`src/rtl/alu_pkg.sv`:
```
// alu_pkg: opcode constants, FSM state type and illegal-result fill shared by the ALU
package alu_pkg;
    localparam logic [3:0] OP_ADD  = 4'h1;
    localparam logic [3:0] OP_SUB  = 4'h2;
    localparam logic [3:0] OP_MUL  = 4'h4;
    localparam logic [3:0] OP_MOD3 = 4'h8;
    localparam logic [31:0] ILLEGAL_RESULT = '1;
    typedef enum logic [1:0] {IDLE, CALC, DONE} state_t;
endpackage

```
`src/rtl/alu_mul_iter.sv`:
```
// alu_mul_iter: WIDTH-cycle shift-add multiplier; done marks the final step and prod is that step's result
module alu_mul_iter #(
    parameter int WIDTH = 8
) (
    input  logic                 clk,
    input  logic                 rst_n,
    input  logic                 start,
    input  logic [WIDTH-1:0]     a,
    input  logic [WIDTH-1:0]     b,
    output logic                 done,
    output logic [2*WIDTH-1:0]   prod
);
    localparam int CW = $clog2(WIDTH + 1);
    logic [WIDTH-1:0]   mcand;
    logic [2*WIDTH-1:0] acc;
    logic [CW-1:0]      cnt;
    logic [WIDTH:0]     sum;
    // one step: add the multiplicand into the upper half when the current multiplier bit is set, then shift right
    always_comb begin
        sum  = {1'b0, acc[2*WIDTH-1:WIDTH]} + (acc[0] ? {1'b0, mcand} : '0);
        prod = {sum, acc[WIDTH-1:1]};
        done = cnt == CW'(1);
    end
    // load operands on start, then take one step per cycle until the count runs out
    always_ff @(posedge clk or negedge rst_n) begin
        if (!rst_n) begin
            acc   <= '0;
            mcand <= '0;
            cnt   <= '0;
        end else if (start) begin
            acc   <= {{WIDTH{1'b0}}, b};
            mcand <= a;
            cnt   <= CW'(WIDTH);
        end else if (cnt != '0) begin
            acc <= prod;
            cnt <= cnt - CW'(1);
        end
    end
endmodule

```
`src/rtl/alu_seq.sv`:
```
// alu_seq: handshaked sequential ALU (add/sub/iterative mul/mod3); mod3 present only with ALU_SEQ_MOD3_EN
module alu_seq
    import alu_pkg::*;
#(
    parameter int WIDTH    = 8,
    parameter int OP_WIDTH = 4
) (
    input  logic                clk,
    input  logic                rst_n,
    input  logic                in_valid,
    output logic                in_ready,
    input  logic [OP_WIDTH-1:0] opcode,
    input  logic [WIDTH-1:0]    num_1,
    input  logic [WIDTH-1:0]    num_2,
    output logic                out_valid,
    input  logic                out_ready,
    output logic [WIDTH-1:0]    ans,
    output logic [WIDTH-1:0]    ans_hi,
    output logic                carry,
    output logic                zero,
    output logic                err
);
    state_t               state, state_nx;
    logic                 accept, is_add, is_sub, is_mul, is_mod3, mul_done, load;
    logic [2*WIDTH-1:0]   mul_prod;
    logic [WIDTH:0]       sum, diff;
    logic [WIDTH-1:0]     mod3_val, res_lo, res_hi;
    logic                 res_c, res_e;

    assign in_ready  = state == IDLE;
    assign out_valid = state == DONE;
    assign accept    = in_valid && in_ready;
    assign is_add    = opcode == OP_WIDTH'(OP_ADD);
    assign is_sub    = opcode == OP_WIDTH'(OP_SUB);
    assign is_mul    = opcode == OP_WIDTH'(OP_MUL);
`ifdef ALU_SEQ_MOD3_EN
    assign is_mod3   = opcode == OP_WIDTH'(OP_MOD3);
    assign mod3_val  = num_1 % WIDTH'(3);
`else
    assign is_mod3   = 1'b0;
    assign mod3_val  = '0;
`endif
    assign load      = (accept && !is_mul) || (state == CALC && mul_done);

    alu_mul_iter #(.WIDTH(WIDTH)) u_mul (
        .clk   (clk),
        .rst_n (rst_n),
        .start (accept && is_mul),
        .a     (num_1),
        .b     (num_2),
        .done  (mul_done),
        .prod  (mul_prod)
    );

    // state register; reset abandons any multiply in flight
    always_ff @(posedge clk or negedge rst_n) begin
        if (!rst_n) state <= IDLE;
        else        state <= state_nx;
    end

    // next state: single-cycle ops go straight to DONE, multiply waits for the iterator
    always_comb begin
        state_nx = state == IDLE ? (accept ? (is_mul ? CALC : DONE) : IDLE)
                 : state == CALC ? (mul_done ? DONE : CALC)
                 : (out_ready ? IDLE : DONE);
    end

    // result selection: in CALC the only result being captured is the product
    always_comb begin
        sum    = {1'b0, num_1} + {1'b0, num_2};
        diff   = {1'b0, num_1} - {1'b0, num_2};
        res_lo = state == CALC ? mul_prod[WIDTH-1:0]
               : is_add ? sum[WIDTH-1:0]
               : is_sub ? diff[WIDTH-1:0]
               : is_mod3 ? mod3_val
               : ILLEGAL_RESULT[WIDTH-1:0];
        res_hi = state == CALC ? mul_prod[2*WIDTH-1:WIDTH] : '0;
        res_c  = state != CALC && (is_add ? sum[WIDTH] : is_sub && diff[WIDTH]);
        res_e  = state != CALC && !(is_add || is_sub || is_mod3);
    end

    // result registers hold until the next command completes, keeping outputs stable under backpressure
    always_ff @(posedge clk or negedge rst_n) begin
        if (!rst_n) begin
            ans    <= '0;
            ans_hi <= '0;
            carry  <= 1'b0;
            zero   <= 1'b0;
            err    <= 1'b0;
        end else if (load) begin
            ans    <= res_lo;
            ans_hi <= res_hi;
            carry  <= res_c;
            zero   <= res_lo == '0 && res_hi == '0;
            err    <= res_e;
        end
    end
endmodule

```
`config.mk`:
```
export PLATFORM = sky130hd
export DESIGN_NAME = alu_seq
export DESIGN_NICKNAME = d
export VERILOG_FILES = /design/src/rtl/alu_pkg.sv /design/src/rtl/alu_mul_iter.sv /design/src/rtl/alu_seq.sv
export SDC_FILE = /design/constraint.sdc
export NUM_CORES = 1
export LEC_CHECK = 0
export BUFFER_PORTS_ARGS = -buffer_cell sky130_fd_sc_hd__buf_4
export CAP_MARGIN = 25
export CORE_MARGIN = 2
export CORE_UTILIZATION = 35
export CTS_CLUSTER_DIAMETER = 50
export CTS_CLUSTER_SIZE = 8
export DETAILED_ROUTE_END_ITERATION = 10
export PLACE_DENSITY = 0.58
export SYNTH_ARGS = -nofsm -noshare
export SYNTH_HDL_FRONTEND = slang
export SYNTH_HIERARCHICAL = 1
export SYNTH_SLANG_ARGS = --single-unit
```
`constraint.sdc`:
```
create_clock -name clk -period 4 [get_ports clk]
set_clock_uncertainty 0.15 [all_clocks]
set_input_delay 1.2 -clock clk [delete_from_list [all_inputs] [get_ports clk]]
set_output_delay 1.2 -clock clk [all_outputs]
set_load 0.005 [all_outputs]
```
Word-level counts from Yosys, hierarchy flattened --
Cells that the tools add are included.
Word-level totals: register bits 49, bits in latches 0, bits in writable memories 0, memory bits (read-only) 0, input bits 24, output and inout bits 21, memories kept 0
Operators by class: $add $sub $neg 4, $mul 0, divide/modulo/power cells 0, order comparisons 0, equality and inequality tests 7, shift operators 0, mux-type cells 16, bitwise logic cells 0, reductions and logical operators 17
Operators with widths (count):
- two-way mux 8 bit | 5
- two-way mux 16 bit | 2
- zero test 8 bit | 2
- two-way mux 2 bit | 6
- adder 8 x 8 -> 9 bit | 1
- adder 8 x 9 -> 9 bit | 1
- subtractor 8 x 8 -> 9 bit | 1
- == test 4 x 1 -> 1 bit (second input constant) | 2
- logical AND 1 bit | 8
- two-way mux 4 bit | 2
- == test 4 x 2 -> 1 bit (second input constant) | 1
- == test 4 x 3 -> 1 bit (second input constant) | 1
- nonzero test 4 bit | 1
- subtractor 4 x 1 -> 4 bit (second input constant) | 1
- == test 2 x 1 -> 1 bit (second input constant) | 1
- == test 2 bit (second input constant) | 1
- zero test 1 bit | 2
- zero test 2 bit | 1
- logical OR 1 bit | 2
- inequality test 2 x 1 -> 1 bit (second input constant) | 1
- nonzero test 2 bit | 1
- two-way mux 1 bit | 1

Logic depth before layout (Yosys ltp) --
word-level depth 6, gate-level depth with buffers 13, depth with buffers taken out 13

Modules after synthesis --
The synthesis kept the hierarchy.
Modules (own cells, without submodules):
- alu_seq | instances 1, cells an instance 205, area each 1712.9 µm²
- alu_mul_iter | instances 1, cells an instance 169, area each 1687.9 µm²

Worst setup path before layout --
No wires, ideal clock.
kind input to register, start point in num_2[4], end point reg zero, arrival time 3.022 ns, slack 0.736 ns, cell stages on the path 10, buffers on the path 1, cells stage by stage inv_1 ha_1 clkbuf_1 nor2_1 a211oi_1 nand2_1 xor2_1 a32oi_1 a2111o_1 o31ai_2
On the way: longest elaborated chain between the ends 6, elaborated cells between the ends (all ways) 7, those cells by class add/sub: 2; mux: 3; reduce/logical: 2
RTL lines:
- start: declaration | RTL line alu_seq.sv:14 | input logic [WIDTH-1:0] num_2,
- subtractor 8 x 8 -> 9 bit | RTL line alu_seq.sv:71 | diff = {1'b0, num_1} - {1'b0, num_2};
- two-way mux 8 bit | RTL line alu_seq.sv:74 | : is_sub ? diff[WIDTH-1:0]
- two-way mux 8 bit * | RTL line alu_seq.sv:73 | : is_add ? sum[WIDTH-1:0]
- two-way mux 8 bit * | RTL line alu_seq.sv:72 | res_lo = state == CALC ? mul_prod[WIDTH-1:0]
- zero test 8 bit * | RTL line alu_seq.sv:94 | zero <= res_lo == '0 && res_hi == '0;
- logical AND 1 bit * | RTL line alu_seq.sv:94
- end signal: assignment | RTL line alu_seq.sv:88 | zero <= 1'b0;
- end signal: assignment | RTL line alu_seq.sv:94
- end: declaration | RTL line alu_seq.sv:20 | output logic zero,
Every way passes the cells marked *; elsewhere a longest branch is shown, timed or not. A chain may end at the register's enable or synchronous reset.

Worst setup path after layout --
start point reg u_mul.acc[0], end point reg zero
On the way: longest elaborated chain between the ends 5, elaborated cells between the ends (all ways) 7, those cells by class add/sub: 1; mux: 3; reduce/logical: 3
RTL lines:
- start: declaration | RTL line alu_mul_iter.sv:15 | logic [2*WIDTH-1:0] acc;
- start signal: assignment | RTL line alu_mul_iter.sv:31 | acc <= {{WIDTH{1'b0}}, b};
- start signal: assignment | RTL line alu_mul_iter.sv:35 | acc <= prod;
- two-way mux 8 bit | RTL line alu_mul_iter.sv:20 | sum = {1'b0, acc[2*WIDTH-1:WIDTH]} + (acc[0] ? {1'b0, mcand} : '0);
- adder 8 x 9 -> 9 bit | RTL line alu_mul_iter.sv:20
- net mul_prod[15] | RTL line alu_seq.sv:25 | logic [2*WIDTH-1:0] mul_prod;
- two-way mux 8 bit | RTL line alu_seq.sv:77 | res_hi = state == CALC ? mul_prod[2*WIDTH-1:WIDTH] : '0;
- zero test 8 bit | RTL line alu_seq.sv:94
- logical AND 1 bit | RTL line alu_seq.sv:94
The timed path passes the listed nets, and every way through them passes these cells.

==> results_dict.tcl <==
set metrics [dict create \
    final_antenna_net_count 0 \
    wire_per_inst_um 14.67 \
    place_hpwl_um 6045 \
    drive_above_1_share_pct 19.06 \
    synth.top_cell.area_share_pct 36.06 \
    run_status "finished clean" \
    worst-path-max-fanout 9 \
    setup.worst_path.start_class "flip-flop" \
    worst_hold_path.num_cells 2 \
    cts_hold_buf 0 \
    setup-violations-final 0 \
    grt_antenna_before_repair 0 \
    worstRegToRegCells 12 \
    path_clk_slew_ns 0.10 \
    grt_setup_unrepaired "no" \
    chipHeight_um 102.6 \
    number_of_synthesized_flops_with_an_enable_pin 0 \
    share_of_flip_flops_with_an_asynchronous_set_or_reset_after_synthesis_pct 100.0 \
    required_time_of_the_critical_path_ns 4.07 \
    yosysWarningCount 6 \
    post_cts.resized_instances 0 \
    port_bufs 44 \
    seq_total_area_yosys_pct 36.06 \
    worst_slew_pin_slew_ns 0.7350 \
    syn_inst 374 \
    worst-endpoint-arrival_ns 3.51 \
    drc 0 \
    cts_tree "built" \
    grt_start_max_net_pins 50 \
    whs_ns 0.3356 \
    insertedDiodeCount 0 \
    synth.net_count 427 \
    die_area_sq_um 10520 \
    period_needed_ns 3.431 \
    clockRootBuffer "sky130_fd_sc_hd__clkbuf_8" \
    yosys.cell_types.count 53 \
    cts-htree-levels 2 \
    most-common-layout-cells "sky130_fd_sc_hd__dfrtp_1 (49), sky130_fd_sc_hd__buf_4 (48), sky130_fd_sc_hd__nand2_1 (46)" \
    die-width_um 102.6 \
    timing.hold.worst.class "reg -> reg" \
    grtUsageTotal_pct 15.91 \
    clock_insertion_delay_worst_skew_ns 0.30 \
    synth.area.top_cells "sky130_fd_sc_hd__dfrtp_1 (36%), sky130_fd_sc_hd__ha_1 (9.6%), sky130_fd_sc_hd__nand2_1 (5.1%)" \
    detailedRoute.firstIterationViolations 152 \
    count_of_vias_placed_by_the_detailed_router 2686 \
    cts.repair_timing.setup_buffer_count 0 \
    flow.area_growth_from_synthesis_pct 14.16 \
    leakage_uw 0.001805 \
    tritoncts.num_buffers 5 \
    placement_rows 35 \
    grt_pass1_vias 2670 \
    maximum_root_to_sink_buffer_count 2 \
    timing.critical_path.to_type "flip-flop" \
    max-vdd-ir-drop_mv 0.2082 \
    postSynthAreaPerCell_sq_um 9.093 \
    synthFlopType "sky130_fd_sc_hd__dfrtp_1" \
    placeableCoreArea_sq_um 9328 \
    setup_total_negative_slack_ns 0 \
    path_class "reg -> reg" \
    clkSinkCount 49 \
    yosys_register_bits 49 \
    timing.slew.headroom_pct 50.90 \
    timing.final.crit_share_pct 85.77 \
    maxClockFrequency_ghz 0.2915 \
    grt_overflow_total 0 \
    cellPowerDensity_nw_per_um2 513.2 \
    yosys.area.top_type "sky130_fd_sc_hd__dfrtp_1" \
    num-nets-final 456 \
    leading_cell_type_in_the_layout_fill_and_taps_excluded "sky130_fd_sc_hd__dfrtp_1" \
    wire_length_of_the_first_global_routing_pass_um 13160 \
    drt-vias-per-instance 5.039 \
    final-max-slew-violation-count 0 \
    synth.cell_area_sq_um 3401 \
    num_io_pins 45 \
    routed_wirelength_um 7818 \
    start_util_pct 36.46 \
    final_hold_viol_count 0 \
    gpl.final_weighted_congestion 0.8338 \
    max_cap_viols 0 \
    detail_route.first_pass.iterations 4 \
]
path summary, 6_finish.rpt:
kind	from	to	slack, ns
setup / recovery	u_mul/acc[0]$_DFFE_PN0P_	zero$_DFFE_PN0P_	0.57
hold / removal	ans_hi[0]$_DFFE_PN0P_	ans_hi[0]$_DFFE_PN0P_	0.34
setup reg to reg	u_mul/acc[0]$_DFFE_PN0P_	zero$_DFFE_PN0P_	0.57
hold reg to reg	ans_hi[0]$_DFFE_PN0P_	ans_hi[0]$_DFFE_PN0P_	0.34
max in group asynchronous	rst_n	u_mul/acc[7]$_DFFE_PN0P_	2.50
min in group asynchronous	rst_n	u_mul/acc[3]$_DFFE_PN0P_	0.76
power by group:
part / total, uW / internal [uW] / switching [uW]
Sequential: 768 / 652 / 115
Clock: 356 / 188 / 169
Combinational: 868 / 407 / 462
Total: 1990 / 1250 / 746
state kept, by name (all words and copies together), names as in the netlist:
| name | flops |
|---|---|
| u_mul/acc | 16 |
| ans | 8 |
| ans_hi | 8 |
| u_mul/mcand | 8 |
| u_mul/cnt | 4 |
| state | 2 |
| carry | 1 |
| err | 1 |
| zero | 1 |
cells in the mapped netlist (3+ instances only):
| cell type | number |
|---|---|
| sky130_fd_sc_hd__dfrtp_1 | 49 |
| sky130_fd_sc_hd__nand2_1 | 46 |
| sky130_fd_sc_hd__o21ai_0 | 28 |
| sky130_fd_sc_hd__ha_1 | 26 |
| sky130_fd_sc_hd__a21oi_1 | 24 |
| sky130_fd_sc_hd__nor2_1 | 22 |
| sky130_fd_sc_hd__inv_1 | 20 |
| sky130_fd_sc_hd__buf_4 | 13 |
| sky130_fd_sc_hd__mux2_2 | 13 |
| sky130_fd_sc_hd__and2_1 | 10 |
| sky130_fd_sc_hd__mux2i_1 | 10 |
| sky130_fd_sc_hd__clkbuf_1 | 9 |
| sky130_fd_sc_hd__nand3b_1 | 9 |
| sky130_fd_sc_hd__xnor2_1 | 7 |
| sky130_fd_sc_hd__xor2_1 | 6 |
| sky130_fd_sc_hd__a211oi_1 | 5 |
| sky130_fd_sc_hd__nand3_1 | 5 |
| sky130_fd_sc_hd__nor2b_1 | 5 |
| sky130_fd_sc_hd__nor3_1 | 5 |
| sky130_fd_sc_hd__o21bai_1 | 5 |
| sky130_fd_sc_hd__a21o_1 | 4 |
| sky130_fd_sc_hd__and3_1 | 4 |
| sky130_fd_sc_hd__buf_2 | 3 |
| sky130_fd_sc_hd__fa_1 | 3 |
| sky130_fd_sc_hd__nand2b_1 | 3 |
| sky130_fd_sc_hd__nor3b_1 | 3 |
worst max-delay path, cell delays in order (launching register included):
cell and delay (ns):
sky130_fd_sc_hd__dfrtp_1 0.46, sky130_fd_sc_hd__and2_1 0.18, sky130_fd_sc_hd__ha_1 0.20, sky130_fd_sc_hd__fa_1 0.40, sky130_fd_sc_hd__a21o_1 0.19, sky130_fd_sc_hd__a31o_1 0.27, sky130_fd_sc_hd__a221o_1 0.34, sky130_fd_sc_hd__nor4_1 0.32
sky130_fd_sc_hd__a21oi_1 0.11, sky130_fd_sc_hd__nor2_1 0.12, sky130_fd_sc_hd__nand4b_1 0.12, sky130_fd_sc_hd__a2111o_1 0.32, sky130_fd_sc_hd__o31ai_2 0.17
cell families after synthesis:
logic type	Yosys count	share of synthesized area (%)
adder cells (fa/ha/maj)	29	11.33
multiplexers	23	7.248
AO/OA/AOI/OAI	87	16.12
XOR/XNOR	13	3.348
AND/OR/NAND/NOR	127	19.06
flip-flops	49	36.06
buffers and inverters	46	6.843
stage by stage:
stage / total power (uW) / area, sq um / utilization [%] / setup WS (ns) / std cells
global placement: 1638 / 3770 / 40.42 / 0.4235 / 525
detailed placement: 1647 / 3770 / 40.42 / 0.3984 / 525
global route: 2176 / 3882 / 41.62 / 0.4064 / 533
finish: 1993 / 3882 / 41.62 / 0.5693 / 533
CTS: 2012 / 3882 / 41.62 / 0.5479 / 533
floorplan: 1428 / 3401 / - / 0.7364 / 374
area by class of cell:
cell class | instances | area (sq um)
Clock inverter | 3 | 43.79
Inverter | 20 | 75.07
Clock buffer | 5 | 68.82
Multi-Input combinational cell | 279 | 1947
Fill cell | 935 | 5445
Tap cell | 129 | 161.4
Timing Repair Buffer | 48 | 360.3
Sequential cell | 49 | 1226
routing by layer:
layer / up-vias / track usage, % / share of wire (%)
met3: 4 / 2.102 / 3.9
met1: 1270 / 23.96 / 52
met5: - / 0 / 0
met4: 0 / 3.385 / 0.86
met2: 56 / 24.43 / 43
li1: 1356 / - / -
No activity file was read; power rests on OpenSTA's default activity.
